<file path="config.mk">
export PLATFORM = sky130hd
export DESIGN_NAME = bp_cfg_arbiter
export DESIGN_NICKNAME = d
export VERILOG_FILES = /design/src/rtl/bp_cfg_arbiter.sv
export SDC_FILE = /design/constraint.sdc
export NUM_CORES = 1
export LEC_CHECK = 0
export CORE_AREA = 5 5 507 509
export DETAILED_ROUTE_END_ITERATION = 10
export DIE_AREA = 0 0 512 514
export PLACE_DENSITY_LB_ADDON = 0.15
export SYNTH_ARGS = -nofsm -noshare
export SYNTH_HDL_FRONTEND = slang
export SYNTH_SLANG_ARGS = --single-unit
</file>
<file path="constraint.sdc">
create_clock -name clk_i -period 5.5 [get_ports clk_i]
set_clock_uncertainty 0.1 [all_clocks]
set_input_delay 1.1 -clock clk_i [delete_from_list [all_inputs] [get_ports clk_i]]
set_output_delay 1.1 -clock clk_i [all_outputs]
set_load 0.02 [all_outputs]
</file>
<file path="src/rtl/bp_cfg_arbiter.sv">
// bp_cfg_arbiter: two-requester round-robin front end for a single cfg block.
// Commands are granted round-robin. The granted requester's id is recorded in a
// small tag FIFO, so in-order responses go back to whoever asked. A response
// that arrives with no tag outstanding is drained and flagged on err_o.
module bp_cfg_arbiter #(
  parameter int msg_width_p = 256,
  parameter int tag_els_p   = 4,
  localparam int ptr_w_lp   = $clog2(tag_els_p),
  localparam int cnt_w_lp   = ptr_w_lp + 1
) (
  input  logic                     clk_i,
  input  logic                     reset_n_i,
  input  logic [2*msg_width_p-1:0] req_cmd_i,
  input  logic [1:0]               req_cmd_v_i,
  output logic [1:0]               req_cmd_ready_o,
  output logic [msg_width_p-1:0]   req_resp_o,
  output logic [1:0]               req_resp_v_o,
  input  logic [1:0]               req_resp_yumi_i,
  output logic [msg_width_p-1:0]   mem_cmd_o,
  output logic                     mem_cmd_v_o,
  input  logic                     mem_cmd_ready_i,
  input  logic [msg_width_p-1:0]   mem_resp_i,
  input  logic                     mem_resp_v_i,
  output logic                     mem_resp_yumi_o,
  output logic [cnt_w_lp-1:0]      outstanding_o,
  output logic                     err_o
);

  logic                prio_q, prio_d;
  logic [ptr_w_lp-1:0] wr_ptr_q, wr_ptr_d;
  logic [ptr_w_lp-1:0] rd_ptr_q, rd_ptr_d;
  logic [cnt_w_lp-1:0] cnt_q, cnt_d;
  logic                err_q, err_d;
  logic                tags_q [tag_els_p];

  logic grant, head, full, empty, any_v, push, pop, orphan;

  // Arbitration, response routing and next-state computation. Every handshake
  // output is also qualified by reset_n_i, so it drops as soon as reset asserts.
  always_comb begin
    any_v = |req_cmd_v_i;
    grant = prio_q;
    if (!req_cmd_v_i[prio_q]) grant = ~prio_q;
    full  = (cnt_q == cnt_w_lp'(tag_els_p));
    empty = (cnt_q == '0);
    head  = tags_q[rd_ptr_q];

    mem_cmd_o   = grant ? req_cmd_i[2*msg_width_p-1:msg_width_p]
                        : req_cmd_i[msg_width_p-1:0];
    mem_cmd_v_o = reset_n_i & any_v & ~full;

    req_cmd_ready_o = '0;
    if (reset_n_i && any_v && mem_cmd_ready_i && !full) req_cmd_ready_o[grant] = 1'b1;
    push = mem_cmd_v_o & mem_cmd_ready_i;

    req_resp_o   = mem_resp_i;
    req_resp_v_o = '0;
    if (reset_n_i && mem_resp_v_i && !empty) req_resp_v_o[head] = 1'b1;
    pop    = req_resp_v_o[head] & req_resp_yumi_i[head];
    orphan = reset_n_i & mem_resp_v_i & empty;
    mem_resp_yumi_o = pop | orphan;

    // A full FIFO never pushes, so a same-cycle pop cannot make room for it.
    prio_d   = push ? ~grant : prio_q;
    wr_ptr_d = wr_ptr_q + ptr_w_lp'(push);
    rd_ptr_d = rd_ptr_q + ptr_w_lp'(pop);
    cnt_d    = cnt_q + cnt_w_lp'(push) - cnt_w_lp'(pop);
    err_d    = err_q | orphan;

    outstanding_o = cnt_q;
    err_o         = err_q;
  end

  // State registers. Reset drops every outstanding tag, so responses that
  // arrive after reset are treated as orphans.
  always_ff @(posedge clk_i or negedge reset_n_i) begin
    if (!reset_n_i) begin
      prio_q   <= 1'b0;
      wr_ptr_q <= '0;
      rd_ptr_q <= '0;
      cnt_q    <= '0;
      err_q    <= 1'b0;
      for (int i = 0; i < tag_els_p; i++) tags_q[i] <= 1'b0;
    end else begin
      prio_q   <= prio_d;
      wr_ptr_q <= wr_ptr_d;
      rd_ptr_q <= rd_ptr_d;
      cnt_q    <= cnt_d;
      err_q    <= err_d;
      if (push) tags_q[wr_ptr_q] <= grant;
    end
  end

endmodule

</file>
==> out/qor_table.md, run 1 <==
| Stage | Quantity | Reported |
| --- | --- | --- |
| outcome | Outcome | finished with violations |
| outcome | Violated checks | antenna violations |
| die | Row cnt | 185 |
| clocking | Maximum root-to-sink buffer count | 2 |
| pwr | Clock network power share | 3.5% |
| logic synthesis | Basic-gate share of the synthesized area counting and, or, nand and nor cells | 1.66% |
| die | Boundary pin count | 1,298 |
| final layout | Fraction of layout cells with a size suffix above 1 | 30.5% |
| pwr | Part of the power in registers | 4.8% |
| critical path | Data arrival at the endpoint of the critical path | 3870 ps |
| die | Die span in x | 512 um |
| pwr | Total internal power | 2.06 mW |
| timing | Achievable frequency | 197 MHz |
| die | Starting density of the core | 2.60% |
| clocking | Postcts setup bufs | 0 |
| critical path | Startpoint Class | primary input |
| clocking | CTS clock-pin slew for the worst setup and hold paths | 50 ps |
| final layout | Final instance count without filler cells | 4,512 |
| final layout | Layout overhead on the synthesized area | 155% |
| logic synthesis | XOR/XNOR Fraction of Synth Area | 0.534% |
| critical path | Worst setup path category | in -> out |
| logic synthesis | Synthesized net count | 1,382 |
| logic synthesis | Yosys reg bits | 13 |
| critical path | Worst endpoint required time | 4300 ps |
| grt | Total global routing overflow | 0 |
| logic synthesis | Largest family of logic cells by synthesized area | multiplexers |
| place | Instance count after placement with tap cells included | 4,482 |
| timing | Final-report hold violation count | 0 |
| logic synthesis | Number of unique standard cell types used by synthesis | 27 |
| place | IO Port Bufs | 785 |
| clocking | Clock latency on the worst-skew pair | 250 ps |
| routing | Wirelength, routed | 139,000 um |
| place | Detailed-placement wirelength estimate | 131,000 um |
| routing | Number of optimization iterations in the first detailed-route pass | 4 |
| routing | Final antenna-violating net count | 1 |
| routing | DR vias/cell | 1.67 |
| critical path | Crit Path Max Fanout | 57 |
| timing | Actual transition at the worst max-transition pin | 868 ps |
| clocking | Post-cts resize count | 0 |
| pwr | Switching Share | 50.5% |
| logic synthesis | Synth Area in Adders | 1.07% |
| job | Maxcap violations | 0 |
| logic synthesis | Synthesized instance count | 601 |
| pwr | Total power density per cell area | 249 nW/um^2 |
| routing | Wirelength per Cell | 30.7 um |
| die | Die outline area | 263,000 um^2 |
| grt | Antenna violations before repair | 118 |
| grt | Wire length of the first global-routing pass | 157,000 um |
| logic synthesis | Post-synthesis instance area | 6560 um^2 |
| pwr | Reported net switching power | 2.10 mW |
| routing | Via count of the routed design | 7,517 |
| timing | Count of pins over their slew limit | 0 |
| clocking | CTS buffer count | 3 |
| logic synthesis | Compound-gate portion of the synthesized area | 0.381% |
| timing | Time the final worst path needs with I/O delays and setup | 5070 ps |
| pwr | Leakage | 5.49 nW |
| timing | Setup TNS after final layout | 0 ps |
| logic synthesis | Count of synthesis-stage warnings from yosys | 0 |
| clocking | CTS root buffer | clkbuf_16 |
| grt | Combined global-route utilization of all metal layers | 9.95% |
| grt | Largest net degree at the start of global routing | 58 |
| timing | Final setup vio count | 0 |
| grt | Number of global-route vias before repair | 7,696 |
| clocking | CTS Sinks | 13 |
| logic synthesis | Seq/Total Area, Yosys | 4.96% |
| hold path | Worst min-delay path category | reg -> reg |
| clocking | H-tree level count | 1 |
| timing | Unrepaired setup endpoints after global routing | no |
| final layout | Final layout net count | 1,902 |
| routing | DRC violation total after the first TritonRoute iteration | 276 |
| pwr | Worst supply voltage drop on vdd | 0.114 mV |
| critical path | CP Capture Type | output port |
| timing | Max transition margin | 40.5% |
| timing | Final hold slack | 379 ps |
| timing | Final worst-path cycle share | 92.2% |
| pwr | Combinational share of power | 91.7% |
| die | Area of the placeable core | 253,000 um^2 |
| clocking | Hold-fix buffer count after cts | 0 |
| place | Gpl congestion | 0.791 |
| routing | Remaining design rule violation count | 0 |
| clocking | CTS tree | built |
| logic synthesis | Fraction of synthesized area in multiplexers | 57.2% |
| die | Floorplan die height | 514 um |
| logic synthesis | Mean area per synthesized cell | 10.9 um^2 |
-- flip-flops by register name (all words and copies together), names as in the netlist --
signal and flops:
prio_q 1, err_o 1, rd_ptr_q 2, tags_q 4
wr_ptr_q 2, outstanding_o 3
-- path summary, 6_finish.rpt --
check | slack, ps | endpoint | from | cells past startpoint
max | 430 | mem_cmd_o[56] | req_cmd_v_i[0] | 7
min | 380 | err_o | err_o | 1
max reg2reg | 2180 | outstanding_o[2] | rd_ptr_q[0] | 10
min reg2reg | 380 | err_o | err_o | 1
max in group asynchronous | 3880 | err_o | reset_n_i | 2
min in group asynchronous | 1230 | prio_q | reset_n_i | 2
-- layout make-up --
type                            count  area (um^2)
Fill cell                       29557       236000
Clock buffer                        3         75.1
Tap cell                         3366         4210
Sequential cell                    13          325
Timing Repair Buffer              799         8020
Inverter                            6         22.5
Antenna cell                       26         65.1
Clock inverter                      1         5.00
Multi-Input combinational cell    298         4000
-- stage by stage --
step                utilization (%)  instance area [um^2]  power [mW]  setup slack (ps)
finish                         6.62                 16700        4.16               429
CTS                            6.59                 16600        4.36               442
global route                   6.60                 16700        4.39               408
global placement               6.56                 16600        4.21               462
floorplan                         -                  6560        2.25              2230
detailed placement             6.56                 16600        4.19               445
-- critical path, stage by stage --
cell             delay (ps)
clkdlybuf4s50_1         590
inv_1                   140
mux2i_4                 250
buf_12                  290
buf_4                   300
mux2_4                  310
clkdlybuf4s50_1         570
-- power groups by stage --
stage               Combinational, mW  Sequential [mW]  Clock [mW]
floorplan                        2.05            0.203           0
global placement                 4.00            0.208           0
detailed placement               3.98            0.206           0
CTS                              4.01            0.205       0.149
global route                     4.02            0.212       0.154
finish                           3.81            0.201       0.145
-- routing by layer --
| layer | routed length, um | track usage [%] | up-vias |
|---|---|---|---|
| li1 | - | - | 2887 |
| met3 | 26900 | 8.60 | 238 |
| met4 | 1530 | 0.694 | 76 |
| met5 | 655 | 0.384 | - |
| met1 | 50900 | 10.8 | 3273 |
| met2 | 58600 | 15.3 | 1043 |
-- Yosys cell counts (all sizes together) --
cell type	count	area, um^2
xor2	2	17.5
xnor2	2	17.5
mux2	262	3700
o21ai	1	5.00
buf	284	2220
nand3	2	10.0
o21a	1	7.51
nor2b	2	12.5
inv	6	22.5
o21bai	1	7.51
fa	1	20.0
nand2	2	7.51
nor4b	1	8.76
ha	4	50.1
nor3b	1	7.51
or3	1	6.26
a21oi	1	5.00
mux2i	2	32.5
or3b	1	11.3
nor2	7	26.3
mux4	1	22.5
nand4	3	18.8
dfrtp	13	325
-- placed cells by master, fill, tap and decap left out, drive strengths merged, types with 2 or more instances in the layout --
cell type	Yosys	layout
clkdlybuf4s50	0	726
mux2	262	262
buf	284	73
diode	0	26
dfrtp	13	13
nor2	7	7
inv	6	6
ha	4	4
nand4	3	3
clkbuf	0	3
nand3	2	2
xnor2	2	2
nand2	2	2
xor2	2	2
nor2b	2	2
mux2i	2	2
-- cell families after synthesis --
group	Yosys count
multiplexers	265
XOR/XNOR	4
buffers and inverters	290
AO/OA/AOI/OAI	4
adder cells (fa/ha/maj)	5
AND/OR/NAND/NOR	20
flip-flops	13
Power figures use the tool's default switching activity.
==> run 2: changes to the inputs <==
--- a/config.mk
+++ b/config.mk
@@ -5,10 +5,13 @@
 export SDC_FILE = /design/constraint.sdc
 export NUM_CORES = 1
 export LEC_CHECK = 0
-export CORE_AREA = 5 5 507 509
+export CORE_AREA = 5 5 505 507
 export DETAILED_ROUTE_END_ITERATION = 10
-export DIE_AREA = 0 0 512 514
+export DIE_AREA = 0 0 510 512
+export DONT_BUFFER_PORTS = 1
 export PLACE_DENSITY_LB_ADDON = 0.15
+export SKIP_LAST_GASP = 1
+export SLEW_MARGIN = 40
 export SYNTH_ARGS = -nofsm -noshare
 export SYNTH_HDL_FRONTEND = slang
 export SYNTH_SLANG_ARGS = --single-unit
==> run 2 against run 1 <==
Net effect: the run now ends clean; hold slack better by 11 ps; routed wire length is 4.9% lower; final cell count is 18% lower; critical path type unchanged.
==> out/qor_table.md, run 2 (synthesis results as in run 1) <==
| Stage | Quantity | Reported | vs previous |
| --- | --- | --- | --- |
| outcome | Outcome | finished, final reports clean |  |
| clocking | Post-cts resize count | 0 | unchanged |
| final layout | Final instance count without filler cells | 3,705 | -18% |
| grt | Wire length of the first global-routing pass | 139,000 um | -11% |
| clocking | CTS clock-pin slew for the worst setup and hold paths | 50 ps | about the same |
| die | Starting density of the core | 2.62% | +0.026 points |
| pwr | Total power density per cell area | 326 nW/um^2 | +31% |
| critical path | Worst endpoint required time | 4300 ps | about the same |
| timing | Time the final worst path needs with I/O delays and setup | 4100 ps | -975 ps |
| timing | Setup TNS after final layout | 0 ps | unchanged |
| final layout | Final standard cell area without fillers | 8810 um^2 | -47% |
| pwr | Reported net switching power | 1.80 mW | -14% |
| pwr | Switching Share | 62.6% | +12 points |
| die | Boundary pin count | 1,298 | unchanged |
| pwr | Worst supply voltage drop on vdd | 0.136 mV | +20% |
| pwr | Leakage | 2.28 nW | -58% |
| critical path | Reg2reg start | rd_ptr_q[0] |  |
| critical path | CP Capture Type | output port |  |
| routing | Remaining design rule violation count | 0 | unchanged |
| pwr | Total internal power | 1.08 mW | -48% |
| hold path | Worst min-delay path category | reg -> reg |  |
| timing | Unrepaired setup endpoints after global routing | no |  |
| final layout | Top library cells by usage in the layout, fill and taps aside | mux2_4, mux2_2, dfrtp_1, inv_1, nor2_1 |  |
| timing | Actual transition at the worst max-transition pin | 833 ps | -35.0 ps |
| timing | Fin worst setup slack | 1400 ps | +975 ps |
| timing | Final worst-path cycle share | 74.5% | -18 points |
| pwr | Clock network power share | 4.8% | +1.3 points |
| grt | Number of global-route vias before repair | 4,399 | -43% |
| critical path | Data arrival at the endpoint of the critical path | 2900 ps | -970 ps |
| die | Die outline area | 261,000 um^2 | -0.78% |
| final layout | Fraction of layout cells with a size suffix above 1 | 84.8% | +54 points |
| routing | DR vias/cell | 1.32 | -21% |
| final layout | Largest register FFs | 4 | unchanged |
| pwr | Part of the power in registers | 8.5% | +3.7 points |
| place | Gpl congestion | 0.790 | -0.16% |
| grt | Met3 routing resource usage after global routing | 10.8% | +2.2 points |
| place | IO Port Bufs | 0 | -100% |
| critical path | Crit Path Max Fanout | 71 | +25% |
| final layout | Final core area utilization | 3.52% | -3.1 points |
| final layout | Most common cell after layout, fill and taps aside | mux2_4 |  |
| grt | Most Crowded Layer GR | met2 |  |
| hold path | Origin of the worst min-delay path | rd_ptr_q[1] |  |
| place | Cell area after placement | 8650 um^2 | -48% |
| grt | Combined global-route utilization of all metal layers | 9.42% | -0.52 points |
| clocking | CTS tree | built |  |
| critical path | Worst setup path category | in -> out |  |
| routing | Number of optimization iterations in the first detailed-route pass | 4 | unchanged |
| pwr | Combinational share of power | 86.7% | -5.0 points |
| die | Floorplan die height | 512 um | -0.39% |
| routing | Wirelength per Cell | 35.6 um | +16% |
| timing | Count of pins over their slew limit | 0 | unchanged |
| timing | Max transition margin | 44.1% | +3.6 points |
| pwr | Total power consumption of the routed design | 2.87 mW | -31% |
| timing | Final-report hold violation count | 0 | unchanged |
| final layout | FILL cells | 29,809 | +0.85% |
| clocking | CTS Sinks | 13 | unchanged |
| grt | Total global routing overflow | 0 | unchanged |
| timing | Achievable frequency | 244 MHz | +24% |
| clocking | Postcts setup bufs | 0 | unchanged |
| job | Maxcap violations | 0 | unchanged |
| die | Row cnt | 184 | -0.54% |
| timing | Final setup vio count | 0 | unchanged |
| clocking | Clock latency on the worst-skew pair | 240 ps | about the same |
| routing | DRC violation total after the first TritonRoute iteration | 352 | +28% |
| die | Area of the placeable core | 250,000 um^2 | -1.0% |
| timing | Final hold slack | 390 ps | +11.5 ps |
| clocking | CTS buffer count | 3 | unchanged |
| grt | Met2 usage in global routing | 13.1% | -2.2 points |
| clocking | Maximum root-to-sink buffer count | 2 | unchanged |
| critical path | Worst setup path startpoint | req_cmd_v_i[0] |  |
| critical path | Startpoint Class | primary input |  |
| clocking | Hold-fix buffer count after cts | 0 | unchanged |
| place | Detailed-placement wirelength estimate | 127,000 um | -3.2% |
| clocking | H-tree level count | 1 | unchanged |
| die | Die span in x | 510 um | -0.39% |
| final layout | Top register by number of flip-flops | tags_q |  |
| grt | Largest net degree at the start of global routing | 72 | +24% |
| place | Placement Setup Slack | 1430 ps | +986 ps |
| routing | Final antenna-violating net count | 0 | -1 |
| grt | GR Layer Usage met1 | 9.28% | -1.5 points |
| final layout | Final layout net count | 1,110 | -42% |
| clocking | CTS root buffer | clkbuf_16 |  |
| final layout | Layout overhead on the synthesized area | 34.2% |  |
| routing | Via count of the routed design | 4,907 | -35% |
| place | Instance count after placement with tap cells included | 3,672 | -18% |
| routing | Wirelength, routed | 132,000 um | -4.9% |
| grt | Antenna violations before repair | 159 | +35% |
-- run 2: cell types whose count changed in the layout (fill, tap and decap cells not counted) --
cell             before  now
nor2_2                0    1
clkdlybuf4s50_1     726    0
mux2i_2               0    1
diode_2              26   29
buf_12               16    5
o21ai_1               0    1
nor2_1                7    6
o21ai_0               1    0
mux2i_1               1    0
buf_4                57    2
-- run 2: worst max-delay path, cell delays in order --
cell     delay, ps
inv_1           50
mux2i_4        230
buf_12         230
buf_12         530
mux2_2         490
-- run 2: path summary, 6_finish.rpt --
path                            slack, ps  cells past startpoint          endpoint
worst max-delay path                 1400                      5     mem_cmd_o[18]
worst min-delay path                  390                      1       rd_ptr_q[1]
worst max register to register       2370                     10  outstanding_o[2]
worst min register to register        390                      1       rd_ptr_q[1]
max in group asynchronous            4760                      0             err_o
min in group asynchronous             450                      0            prio_q
-- run 2: layer usage --
| layer | part of all wire [%] | up-vias |
|---|---|---|
| li1 | - | 1303 |
| met1 | 33 | 2012 |
| met2 | 39 | 1100 |
| met3 | 26 | 362 |
| met4 | 2.4 | 130 |
| met5 | 0.73 | - |
-- run 2: final cells by class --
type                    instances  area (um^2)  share of cell area, %
repair buffers                  7          115                   1.31
inverters                       6         22.5                  0.256
diodes                         29         72.6                  0.824
multi-input cells             298         4000                   45.4
clock inverters                 1         5.00                 0.0568
flip-flops and latches         13          325                   3.69
well taps                    3348         4190                   47.6
clock buffers                   3         75.1                  0.853
-- run 2: power by group through the flow --
stage	Combinational, mW	Clock, mW	Sequential, mW
final	2.49	0.138	0.245
after CTS	2.61	0.143	0.257
after detailed placement	2.60	0	0.258
after floorplan	2.05	0	0.203
after global placement	2.57	0	0.256
after global routing	2.61	0.148	0.257
==> run 3: changes to the inputs <==
==> constraint.sdc (replaced) <==
create_clock -name clk_i -period 4 [get_ports clk_i]
set_clock_uncertainty 0.1 [all_clocks]
set_input_delay 0.8 -clock clk_i [delete_from_list [all_inputs] [get_ports clk_i]]
set_output_delay 0.8 -clock clk_i [all_outputs]
set_load 0.02 [all_outputs]
==> run 3 against run 2 <==
Net effect: final cell count rose by 0.30%; clock power up 36%; routed wire length barely moved; final area rose by 0.70%; die area did not move; flip-flop and latch count is the same; via count up 0.86%; register-to-register slack worse by 1500 ps; global-route usage is essentially flat; critical path type is now reg -> out; sequential power is 36% higher.
==> out/qor_table.md, run 3 (synthesis results as in run 1) <==
| Stage | Quantity | Reported | vs previous |
| --- | --- | --- | --- |
| grt | Number of global-route vias before repair | 4,488 | +2.0% |
| clocking | CTS clock-pin slew for the worst setup and hold paths | 50 ps | about the same |
| critical path | Worst setup path category | reg -> out |  |
| clocking | Post-cts resize count | 0 | unchanged |
| die | Area of the placeable core | 250,000 um^2 | unchanged |
| hold path | Worst min-delay path category | in -> async |  |
| pwr | Leakage | 2.31 nW | +1.1% |
| critical path | Startpoint Class | flop |  |
| die | Die outline area | 261,000 um^2 | unchanged |
| final layout | Fraction of layout cells with a size suffix above 1 | 84.4% | -0.37 points |
| routing | Remaining design rule violation count | 0 | unchanged |
| final layout | Top library cells by usage in the layout, fill and taps aside | mux2_4, mux2_2, dfrtp_1, nor2_1 |  |
| timing | Achievable frequency | 300 MHz |  |
| routing | Via count of the routed design | 4,949 | +0.86% |
| routing | Wirelength per Cell | 35.4 um | -0.38% |
| routing | DR vias/cell | 1.33 | +0.56% |
| place | Detailed-placement wirelength estimate | 127,000 um | -0.16% |
| routing | Final antenna-violating net count | 0 | unchanged |
| place | Cell area after placement | 8700 um^2 | +0.55% |
| clocking | Hold-fix buffer count after cts | 0 | unchanged |
| final layout | Layout overhead on the synthesized area | 35.1% |  |
| grt | Wire length of the first global-routing pass | 139,000 um | -0.19% |
| final layout | Top register by number of flip-flops | tags_q |  |
| timing | Time the final worst path needs with I/O delays and setup | 3330 ps |  |
| clocking | Maximum root-to-sink buffer count | 2 | unchanged |
| timing | Final-report hold violation count | 0 | unchanged |
| final layout | Final core area utilization | 3.55% | +0.025 points |
| critical path | Worst endpoint required time | 3100 ps | -1200 ps |
| die | Die span in x | 510 um | unchanged |
| critical path | Critical R2R Capture | outstanding_o[2] |  |
| die | Row cnt | 184 | unchanged |
| critical path | Data arrival at the endpoint of the critical path | 2430 ps | -470 ps |
| critical path | Reg2reg start | rd_ptr_q[0] |  |
| job | Maxcap violations | 0 | unchanged |
| critical path | Register-to-register path setup slack | 880 ps | -1490 ps |
| grt | Total global routing overflow | 0 | unchanged |
| clocking | CTS root buffer | clkbuf_16 |  |
| die | Floorplan die height | 512 um | unchanged |
| clocking | Clock latency on the worst-skew pair | 240 ps | about the same |
| clocking | Postcts setup bufs | 0 | unchanged |
| routing | DRC violation total after the first TritonRoute iteration | 430 | +22% |
| timing | Final worst-path cycle share | 83.3% |  |
| critical path | CP Capture Type | output port |  |
| grt | Antenna violations before repair | 161 | +1.3% |
| final layout | Final layout net count | 1,115 | +0.45% |
| grt | Combined global-route utilization of all metal layers | 9.40% | -0.021 points |
| timing | Setup TNS after final layout | 0 ps | unchanged |
| place | Gpl congestion | 0.815 | +3.2% |
| die | Starting density of the core | 2.62% | unchanged |
| timing | Actual transition at the worst max-transition pin | 583 ps | -250 ps |
| final layout | Largest register FFs | 4 | unchanged |
| final layout | Final standard cell area without fillers | 8870 um^2 | +0.70% |
| final layout | Most common cell after layout, fill and taps aside | mux2_4 |  |
| clocking | CTS Sinks | 13 | unchanged |
| die | Boundary pin count | 1,298 | unchanged |
| timing | Count of pins over their slew limit | 0 | unchanged |
| clocking | CTS tree | built |  |
| clocking | CTS buffer count | 3 | unchanged |
| routing | Wirelength, routed | 132,000 um | about the same |
| pwr | Total power density per cell area | 451 nW/um^2 | +38% |
| timing | Max transition margin | 61.1% | +17 points |
| routing | Number of optimization iterations in the first detailed-route pass | 4 | unchanged |
| place | IO Port Bufs | 0 | unchanged |
| timing | Final setup vio count | 0 | unchanged |
| grt | Largest net degree at the start of global routing | 61 | -15% |
| pwr | Total power consumption of the routed design | 4.00 mW | +39% |
| pwr | Worst supply voltage drop on vdd | 0.317 mV | +130% |
| critical path | Path depth of the worst reg2reg path | 10 | unchanged |
| critical path | Crit Path Max Fanout | 55 | -23% |
| outcome | Outcome | finished, final reports clean |  |
| clocking | H-tree level count | 1 | unchanged |
| timing | Unrepaired setup endpoints after global routing | no |  |
## run 3: cell types whose count changed in the layout (fill, tap and decap cells not counted), sizes merged
cell and delta:
buf +5, clkbuf +1, clkinv -1, diode +6
## run 3: metrics by stage
stage	hold slack, ps	std cells	setup WS [ps]
2_1_floorplan	350	601	1330
5_1_grt	144	3694	557
3_5_place_dp	383	3677	690
3_3_place_gp	388	3677	539
6_report	158	3716	670
4_1_cts	152	3681	601
## run 3: critical path: stages, from the launching register on
cell and delay [ps]:
dfrtp_1 490, mux2i_4 360, buf_12 210, buf_12 410, mux2_2 480
## run 3: metal layers
| metal | up-vias | global-route usage [%] | wire (um) |
|---|---|---|---|
| li1 | 1315 | - | - |
| met3 | 358 | 10.4 | 32000 |
| met4 | 112 | 1.73 | 3640 |
| met1 | 2029 | 9.39 | 44500 |
| met5 | - | 0.426 | 886 |
| met2 | 1135 | 13.2 | 50600 |
## run 3: report_power, final
group	switching (mW)	leakage (nW)	internal [mW]
combinational	2.30	2.12	1.17
sequential	0.135	0.152	0.199
clock	0.0530	0.0384	0.134
## run 3: layout make-up
cell class                 count  area [um^2]
tap                         3348         4190
fill                       29812       241000
clock buffer                   4         78.8
multi-input combinational    298         4000
sequential                    13          325
inverter                       6         22.5
timing repair buffer          12          165
antenna                       35         87.6
## run 3: how the worst max path moves through the flow
stage | to | slack (ps) | from
after floorplan | mem_cmd_o[100] | 1330 | req_cmd_v_i[0]
after global placement | outstanding_o[2] | 540 | rd_ptr_q[0]
after detailed placement | mem_cmd_o[18] | 690 | req_cmd_v_i[0]
after CTS | mem_cmd_o[18] | 600 | prio_q
after global routing | mem_cmd_o[18] | 560 | prio_q
final | mem_cmd_o[18] | 670 | prio_q
